`src/rtl/axi4_wch_order_arbiter.sv`:
```
// Shares one master AXI4 W channel between N_PORTS slave W channels, forwarding bursts in
// AW grant order and swallowing the data of dropped bursts.
module axi4_wch_order_arbiter #(
    parameter int unsigned N_PORTS          = 2,
    parameter int unsigned LOG_N_PORTS      = 1,
    parameter int unsigned C_AXI_DATA_WIDTH = 32,
    parameter int unsigned C_AXI_USER_WIDTH = 2,
    parameter int unsigned ORDER_DEPTH      = 8,
    parameter int unsigned LOG_ORDER_DEPTH  = 3
) (
    input  logic                                   axi4_aclk,
    input  logic                                   axi4_arstn,
    input  logic                                   grant_valid,
    input  logic [LOG_N_PORTS-1:0]                 grant_port,
    input  logic                                   grant_drop,
    output logic                                   grant_ready,
    input  logic [N_PORTS*C_AXI_DATA_WIDTH-1:0]    s_axi4_wdata,
    input  logic [N_PORTS*C_AXI_DATA_WIDTH/8-1:0]  s_axi4_wstrb,
    input  logic [N_PORTS*C_AXI_USER_WIDTH-1:0]    s_axi4_wuser,
    input  logic [N_PORTS-1:0]                     s_axi4_wlast,
    input  logic [N_PORTS-1:0]                     s_axi4_wvalid,
    output logic [N_PORTS-1:0]                     s_axi4_wready,
    output logic [C_AXI_DATA_WIDTH-1:0]            m_axi4_wdata,
    output logic [C_AXI_DATA_WIDTH/8-1:0]          m_axi4_wstrb,
    output logic [C_AXI_USER_WIDTH-1:0]            m_axi4_wuser,
    output logic                                   m_axi4_wlast,
    output logic                                   m_axi4_wvalid,
    input  logic                                   m_axi4_wready,
    output logic                                   burst_done,
    output logic [LOG_N_PORTS-1:0]                 burst_done_port,
    output logic                                   burst_done_drop,
    output logic [LOG_ORDER_DEPTH:0]               order_count
);

    localparam int unsigned STRB_WIDTH = C_AXI_DATA_WIDTH / 8;

    typedef enum logic [1:0] {StIdle, StFwd, StDrop} state_e;

    state_e                     state_q;
    logic [LOG_N_PORTS-1:0]     cur_port_q;
    logic                       cur_drop_q;
    logic                       done_q;
    logic [LOG_N_PORTS-1:0]     done_port_q;
    logic                       done_drop_q;

    // Order FIFO entry layout: {drop, port}
    logic [LOG_N_PORTS:0]       fifo_q [ORDER_DEPTH];
    logic [LOG_ORDER_DEPTH-1:0] wr_ptr_q, rd_ptr_q;
    logic [LOG_ORDER_DEPTH:0]   count_q;

    logic push, pop, fifo_empty, grant_bad, cur_bad;
    logic sel_valid, sel_last, complete;
    logic [LOG_N_PORTS:0] head;

    assign grant_ready = count_q < (LOG_ORDER_DEPTH + 1)'(ORDER_DEPTH);
    assign fifo_empty  = (count_q == '0);
    assign push        = grant_valid & grant_ready;
    assign head        = fifo_q[rd_ptr_q];
    assign grant_bad   = 32'(grant_port) >= N_PORTS;
    assign cur_bad     = 32'(cur_port_q) >= N_PORTS;
    assign pop         = ~fifo_empty & ((state_q == StIdle) | complete);

    always_comb begin
        m_axi4_wdata  = '0;
        m_axi4_wstrb  = '0;
        m_axi4_wuser  = '0;
        m_axi4_wlast  = 1'b0;
        m_axi4_wvalid = 1'b0;
        s_axi4_wready = '0;
        sel_valid     = 1'b0;
        sel_last      = 1'b0;
        for (int unsigned i = 0; i < N_PORTS; i++) begin
            if (cur_port_q == LOG_N_PORTS'(i)) begin
                sel_valid = s_axi4_wvalid[i];
                sel_last  = s_axi4_wlast[i];
                if (state_q == StFwd) begin
                    m_axi4_wdata     = s_axi4_wdata[i*C_AXI_DATA_WIDTH +: C_AXI_DATA_WIDTH];
                    m_axi4_wstrb     = s_axi4_wstrb[i*STRB_WIDTH +: STRB_WIDTH];
                    m_axi4_wuser     = s_axi4_wuser[i*C_AXI_USER_WIDTH +: C_AXI_USER_WIDTH];
                    m_axi4_wlast     = s_axi4_wlast[i];
                    m_axi4_wvalid    = s_axi4_wvalid[i];
                    s_axi4_wready[i] = m_axi4_wready;
                end else if (state_q == StDrop) begin
                    s_axi4_wready[i] = 1'b1;
                end
            end
        end
    end

    always_comb begin
        unique case (state_q)
            StFwd:   complete = sel_valid & sel_last & m_axi4_wready;
            // No sender exists behind an out-of-range port, so its burst retires at once.
            StDrop:  complete = cur_bad | (sel_valid & sel_last);
            default: complete = 1'b0;
        endcase
    end

    always_ff @(posedge axi4_aclk) begin
        if (push) begin
            fifo_q[wr_ptr_q] <= {grant_drop | grant_bad, grant_port};
        end
    end

    always_ff @(posedge axi4_aclk or negedge axi4_arstn) begin
        if (!axi4_arstn) begin
            wr_ptr_q <= '0;
            rd_ptr_q <= '0;
            count_q  <= '0;
        end else begin
            if (push) wr_ptr_q <= wr_ptr_q + LOG_ORDER_DEPTH'(1);
            if (pop)  rd_ptr_q <= rd_ptr_q + LOG_ORDER_DEPTH'(1);
            if (push && !pop) begin
                count_q <= count_q + (LOG_ORDER_DEPTH + 1)'(1);
            end else if (pop && !push) begin
                count_q <= count_q - (LOG_ORDER_DEPTH + 1)'(1);
            end
        end
    end

    always_ff @(posedge axi4_aclk or negedge axi4_arstn) begin
        if (!axi4_arstn) begin
            state_q     <= StIdle;
            cur_port_q  <= '0;
            cur_drop_q  <= 1'b0;
            done_q      <= 1'b0;
            done_port_q <= '0;
            done_drop_q <= 1'b0;
        end else begin
            done_q <= complete;
            if (complete) begin
                done_port_q <= cur_port_q;
                done_drop_q <= cur_drop_q;
            end
            if (pop) begin
                cur_port_q <= head[LOG_N_PORTS-1:0];
                cur_drop_q <= head[LOG_N_PORTS];
                state_q    <= head[LOG_N_PORTS] ? StDrop : StFwd;
            end else if (complete) begin
                state_q <= StIdle;
            end
        end
    end

    assign burst_done      = done_q;
    assign burst_done_port = done_port_q;
    assign burst_done_drop = done_drop_q;
    assign order_count     = count_q;

endmodule

```
`config.mk`:
```
export PLATFORM = sky130hd
export DESIGN_NAME = axi4_wch_order_arbiter
export DESIGN_NICKNAME = d
export VERILOG_FILES = /design/src/rtl/axi4_wch_order_arbiter.sv
export SDC_FILE = /design/constraint.sdc
export NUM_CORES = 1
export LEC_CHECK = 0
export CORE_ASPECT_RATIO = 0.75
export CORE_MARGIN = 4
export CORE_UTILIZATION = 33
export CTS_BUF_LIST = sky130_fd_sc_hd__clkbuf_4 sky130_fd_sc_hd__clkbuf_8
export DETAILED_ROUTE_END_ITERATION = 12
export PLACE_DENSITY = 0.72
export SKIP_CTS_REPAIR_TIMING = 1
export SLEW_MARGIN = 20
export SYNTH_ARGS = -nofsm -noshare
export SYNTH_HDL_FRONTEND = slang
export SYNTH_SLANG_ARGS = --single-unit
```
`constraint.sdc`:
```
create_clock -name axi4_aclk -period 6.4 [get_ports axi4_aclk]
set_input_delay 0.64 -clock axi4_aclk [delete_from_list [all_inputs] [get_ports axi4_aclk]]
set_output_delay 0.64 -clock axi4_aclk [all_outputs]
set_load 0.01 [all_outputs]
```
Word-level counts from Yosys, hierarchy flattened
Memories as Yosys holds them, arrays and structs flattened. Index checks and enable logic that the tools add are counted.

Register bits: 17. Latch bits: 0. Memory bits (writable): 16. ROM bits: 0. Input port bits: 86. Output and inout bits: 50. Memories kept: 1.

Add/subtract/negate cells: 4. Multipliers: 0. Divide/modulo/power cells: 0. $lt $le $gt $ge: 1. Eq/ne operators: 2. Shift operators: 0. Mux-type cells: 34. Bitwise gates (word level): 6. Reductions and logical operators: 8.

Memories: fifo_q (words 8, bits a word 2, rd ports 1, clocked after memory_dff 0, wr ports 1, line 47) `logic [LOG_N_PORTS:0] fifo_q [ORDER_DEPTH];`.

Operators with widths (number): 32-bit 2-to-1 mux (4); 4-bit 2-to-1 mux (6); 1-bit 2-to-1 mux (16); 2-bit 2-to-1 mux (7); 3-bit by 1-bit adder with 3-bit output, second input constant (2); 4-bit by 1-bit adder with 4-bit output, second input constant (1); 1-bit bitwise AND (4); 4-bit zero test (1); 4-bit < comparator, second input constant (1); 2-bit nonzero test (2); 4-bit by 1-bit subtractor with 4-bit output, second input constant (1); 2-bit by 1-bit equality test with 1-bit output, second input constant (1); 2-bit equality test, second input constant (1); 1-bit logical AND (2); 1-bit zero test (2); 2-bit zero test (1); 1-bit one-hot mux with 2 select lines (1); 1-bit inverter (1); 1-bit OR (1).

Longest topological paths before layout
Depth in word-level cells: 9. Gate-level depth with buffers: 13. Mapped depth without buffers: 13.

Least setup slack after synthesis
OpenSTA, ideal clock, no wires.

Kind: flip-flop to flip-flop. From: register state_q[1]. To: register count_q[3] (netlist: order_count[3]). Arrival: 2.642 ns. Required time: 6.264 ns. Path slack: 3.622 ns. Cell stages (with the launch flop): 13. Path buffers: 0. Period minus slack after synthesis: 2.778 ns. Cells stage by stage: dfrtp_1 > inv_1 > ha_1 > a21oi_1 > a211oi_4 > o21a_4 > inv_2 > ha_1 > inv_1 > ha_1 > a21o_1 > a2111oi_0 > o31ai_1.

Longest elaborated chain between the ends: 7.

RTL lines: start: declaration (line 39) `state_e state_q;`; start signal: assignment (line 123) `state_q <= StIdle;`; start signal: assignment (line 138) `state_q <= head[LOG_N_PORTS] ? StDrop : StFwd;`; start signal: assignment (line 140) `state_q <= StIdle;`; 2-bit equality test / 2-bit by 1-bit equality test with 1-bit output (equally long branches) (line 91) `unique case (state_q)`; 1-bit one-hot mux with 2 select lines * (line 91); via complete (line 52) `logic sel_valid, sel_last, complete;`; 1-bit OR * (line 61) `assign pop = ~fifo_empty & ((state_q == StIdle) | complete);`; 1-bit bitwise AND * (line 61); 1-bit zero test (line 113) `if (push && !pop) begin`; 1-bit logical AND (line 113); 4-bit 2-to-1 mux / 2-bit nonzero test (equally long branches); end signal: assignment (line 114) `count_q <= count_q + (LOG_ORDER_DEPTH + 1)'(1);`; end signal: assignment (line 116) `count_q <= count_q - (LOG_ORDER_DEPTH + 1)'(1);`; end: declaration (line 49) `logic [LOG_ORDER_DEPTH:0] count_q;`.

The timed path passes the listed nets; every way through them passes the cells marked *. A chain may end at the register's enable or synchronous reset.

Worst setup path after layout
Ends and elaborated chain as after synthesis.

==> run_results.csv <==
group,metric,value,unit
placement,portBuffers,135,
yosys,synth_area,2275,um2
grt,antenna_found_initial,0,
final_layout,num_antenna_cells,0,
detailed_routing,vias_per_cell,4.679,
placement,dp.cells,406,
floorplanning,die_h,79.90,um
yosys,avgSynthCellArea,11.37,um2
floorplanning,core_area,6506,um2
sta,fin_skew,7.372,ps
final_layout,fin_cells,414,
clock_network,cts.path.max_buffers,2,
grt,grtUsageTotal,0.1689,
critical_path,r2r_end,"order_count[3]",
yosys,synth-seq-cells,33,
critical_path,start_kind,"flip-flop",
final_layout,final_common_cell,"clkdlybuf4s50_1",
final_layout,final_nets,427,
final_layout,layout_common_cells,"135 x clkdlybuf4s50_1, 43 x mux2i_1, 42 x nor2b_1",
sta,rsz0062_at_grt,"no",
sta,whs,492.6,ps
sta,setup_viol,0,
critical_path,cp_top_family,"compound AO/OA/AOI/OAI gates",
yosys,yosysTopAreaCellShare,0.2112,
floorplanning,io_pins,136,
min_path,hold_class,"flip-flop to flip-flop",
sta,slew_viol_final,0,
clock_network,cts_root_buf,"clkbuf_8",
detailed_routing,dr.pass1.iters,4,
critical_path,cpMaxStageDelayCell,"ha_2",
detailed_routing,antenna_left,0,
critical_path,crit_cells,12,
power_and_ir_drop,p_leak,1.344,nW
detailed_routing,wire_per_inst,17.31,um
placement,place_worst_setup_slack,2229,ps
yosys,yosysTopAreaCell,"edfxtp_1",
final_layout,drive_gt1_frac,0.07508,
yosys,synth.distinct_cells,36,
clock_network,tritoncts,"done",
grt,grt_pass1_vias,1917,
sta,fmax,272.1,MHz
sta,finalCritPeriodShare,0.5741,
detailed_routing,num_vias,1937,
clock_network,insertion_delay,280,ps
critical_path,max_stage_delay,590,ps
sta,relSlewSlack,0.4738,
clock_network,cts_buffers,5,
run,drv_cap,0,
detailed_routing,wl,7165,um
yosys,syn_nets,295,
run_status,outcome,"complete, no violations",
sta,worst_slew_pin_slew,786.8,ps
power_and_ir_drop,powerDensity,193.5,nW/um2
yosys,syn_inst,200,
critical_path,reg2reg_slack,2730,ps
critical_path,cp.arrival,3810,ps
floorplanning,die_w,103.9,um
yosys,synth_area_leaders,"edfxtp_1 21%, mux2i_1 19%, dfrtp_1 19%, nor2b_1 12%, ha_1 4.4%",
yosys,synth_edf_count,16,
critical_path,critPathBufInv,3,
critical_path,critPathLaunch,"state_q[1]",
clock_network,cts_max_level,2,
placement,gp_congestion,0.8236,
detailed_routing,drc,0,
floorplanning,row_count,25,
placement,hpwl,5883,um
floorplanning,die-area,8299,um2
power_and_ir_drop,peakVddDrop,0.0001943,V
yosys,ys_async_sr_fraction,0.5152,
yosys,synthFlopType,"dfrtp_1",
clock_network,path_clk_slew,70,ps
critical_path,worst-r2r-cell-count,12,
final_layout,syn_to_final_growth,66.72,%
sta,fin_crit,3674,ps
critical_path,crit_type,"flip-flop to flip-flop",
floorplanning,initial_core_util,0.3496,
critical_path,cp-end-kind,"flip-flop",
grt,grt_max_degree,46,
sta,final.setup.worst_slack,2726,ps
sta,setup-tns-final,0,ps
critical_path,r2r_start,"state_q[1]",
yosys,synth_warnings,0,
final_layout,fin_util,0.5829,
clock_network,clock-sinks,33,
grt,grt-ovfl-total,0,
critical_path,cp_max_fo,42,
critical_path,crit_end,"order_count[3]",
detailed_routing,drtIter0Drc,133,
critical_path,crit_chain,"inv_1, ha_2, a21oi_1, a211oi_4, o21a_4, inv_2, ha_1, inv_1, ha_1, a21o_1, a2111oi_0, o31ai_1",
critical_path,crit_required,6540,ps
grt,grt_pass1_wl,11010,um
yosys,ys_seq_area_frac,0.3982,
sta,finalHoldViolCount,0,
[through the flow]
step / total power [mW] / area (um2)
2_1_floorplan: 0.4252 / 2275
3_3_place_gp: 0.5352 / 3680
3_5_place_dp: 0.5460 / 3680
4_1_cts: 0.7421 / 3790
5_1_grt: 0.7843 / 3792
6_report: 0.7338 / 3792
[worst reg2reg max path: stages (launching register included)]
cell,delay (ps)
dfrtp_1,390
inv_1,100
ha_2,590
a21oi_1,210
a211oi_4,440
o21a_4,220
inv_2,60
ha_1,220
inv_1,160
ha_1,250
a21o_1,210
a2111oi_0,530
o31ai_1,160
[synthesized netlist by cell type (2+ instances only)]
master    count
mux2i_1      43
buf_2         3
mux4_2        4
dfrtp_1      17
inv_1         5
ha_1          8
clkbuf_1      6
xnor2_1       5
nor3_1        5
edfxtp_1     16
a21oi_1       2
nor2_1        7
o211ai_1      2
nor2b_1      42
nand2_1       6
nand2b_1      3
o31ai_1       2
o21ai_0       2
mux2_2        5
[state kept, by name, summed over array words and instances, names as in the netlist]
signal and cells:
fifo_q 16, burst_done_port 1, burst_done 1, order_count 4
wr_ptr_q 3, burst_done_drop 1, rd_ptr_q 3, state_q 2
cur_port_q 1, cur_drop_q 1
[kinds of logic (layout without fill, tap and decap cells)]
family,Yosys count,after routing,synth area share
and+or+nand+nor,66,66,0.1722
muxes,54,54,0.2651
AOI/OAI and AO/OA,15,15,0.05390
buffers and inverters,17,150,0.03465
DFF,33,33,0.3982
xor gates and xnor gates,6,6,0.02310
adders and majority gates,9,9,0.05281
[area by class of cell]
cell class / instances / area, um2
Clock buffer: 6 / 76.32
Inverter: 6 / 22.52
Multi-Input combinational cell: 150 / 1292
Clock inverter: 2 / 33.78
Timing Repair Buffer: 136 / 1359
Sequential cell: 33 / 907.1
Tap cell: 81 / 101.3
Fill cell: 560 / 2714
[where the power goes]
group / internal [mW] / switching [mW] / total [mW]
clock: 0.119 / 0.0720 / 0.191
combinational: 0.143 / 0.103 / 0.245
sequential: 0.259 / 0.0381 / 0.297
[worst min-delay path by stage]
stage	endpoint	from	cells after the start	slack [ps]
2_1_floorplan	burst_done	axi4_arstn	0	340
3_3_place_gp	wr_ptr_q[2]	wr_ptr_q[2]	1	480
3_5_place_dp	wr_ptr_q[2]	wr_ptr_q[2]	1	480
4_1_cts	wr_ptr_q[2]	wr_ptr_q[2]	1	490
5_1_grt	cur_drop_q	cur_drop_q	1	540
6_report	wr_ptr_q[2]	wr_ptr_q[2]	1	490
[layer usage]
layer,vias up,share of wire,routed length [um],global-route usage
met4,0,0.0038,27,0.03187
met2,64,0.50,3550,0.2698
li1,973,-,-,-
met3,2,0.053,377,0.04446
met5,-,0,0,0
met1,898,0.45,3209,0.2325
Power figures use the tool's default switching activity.
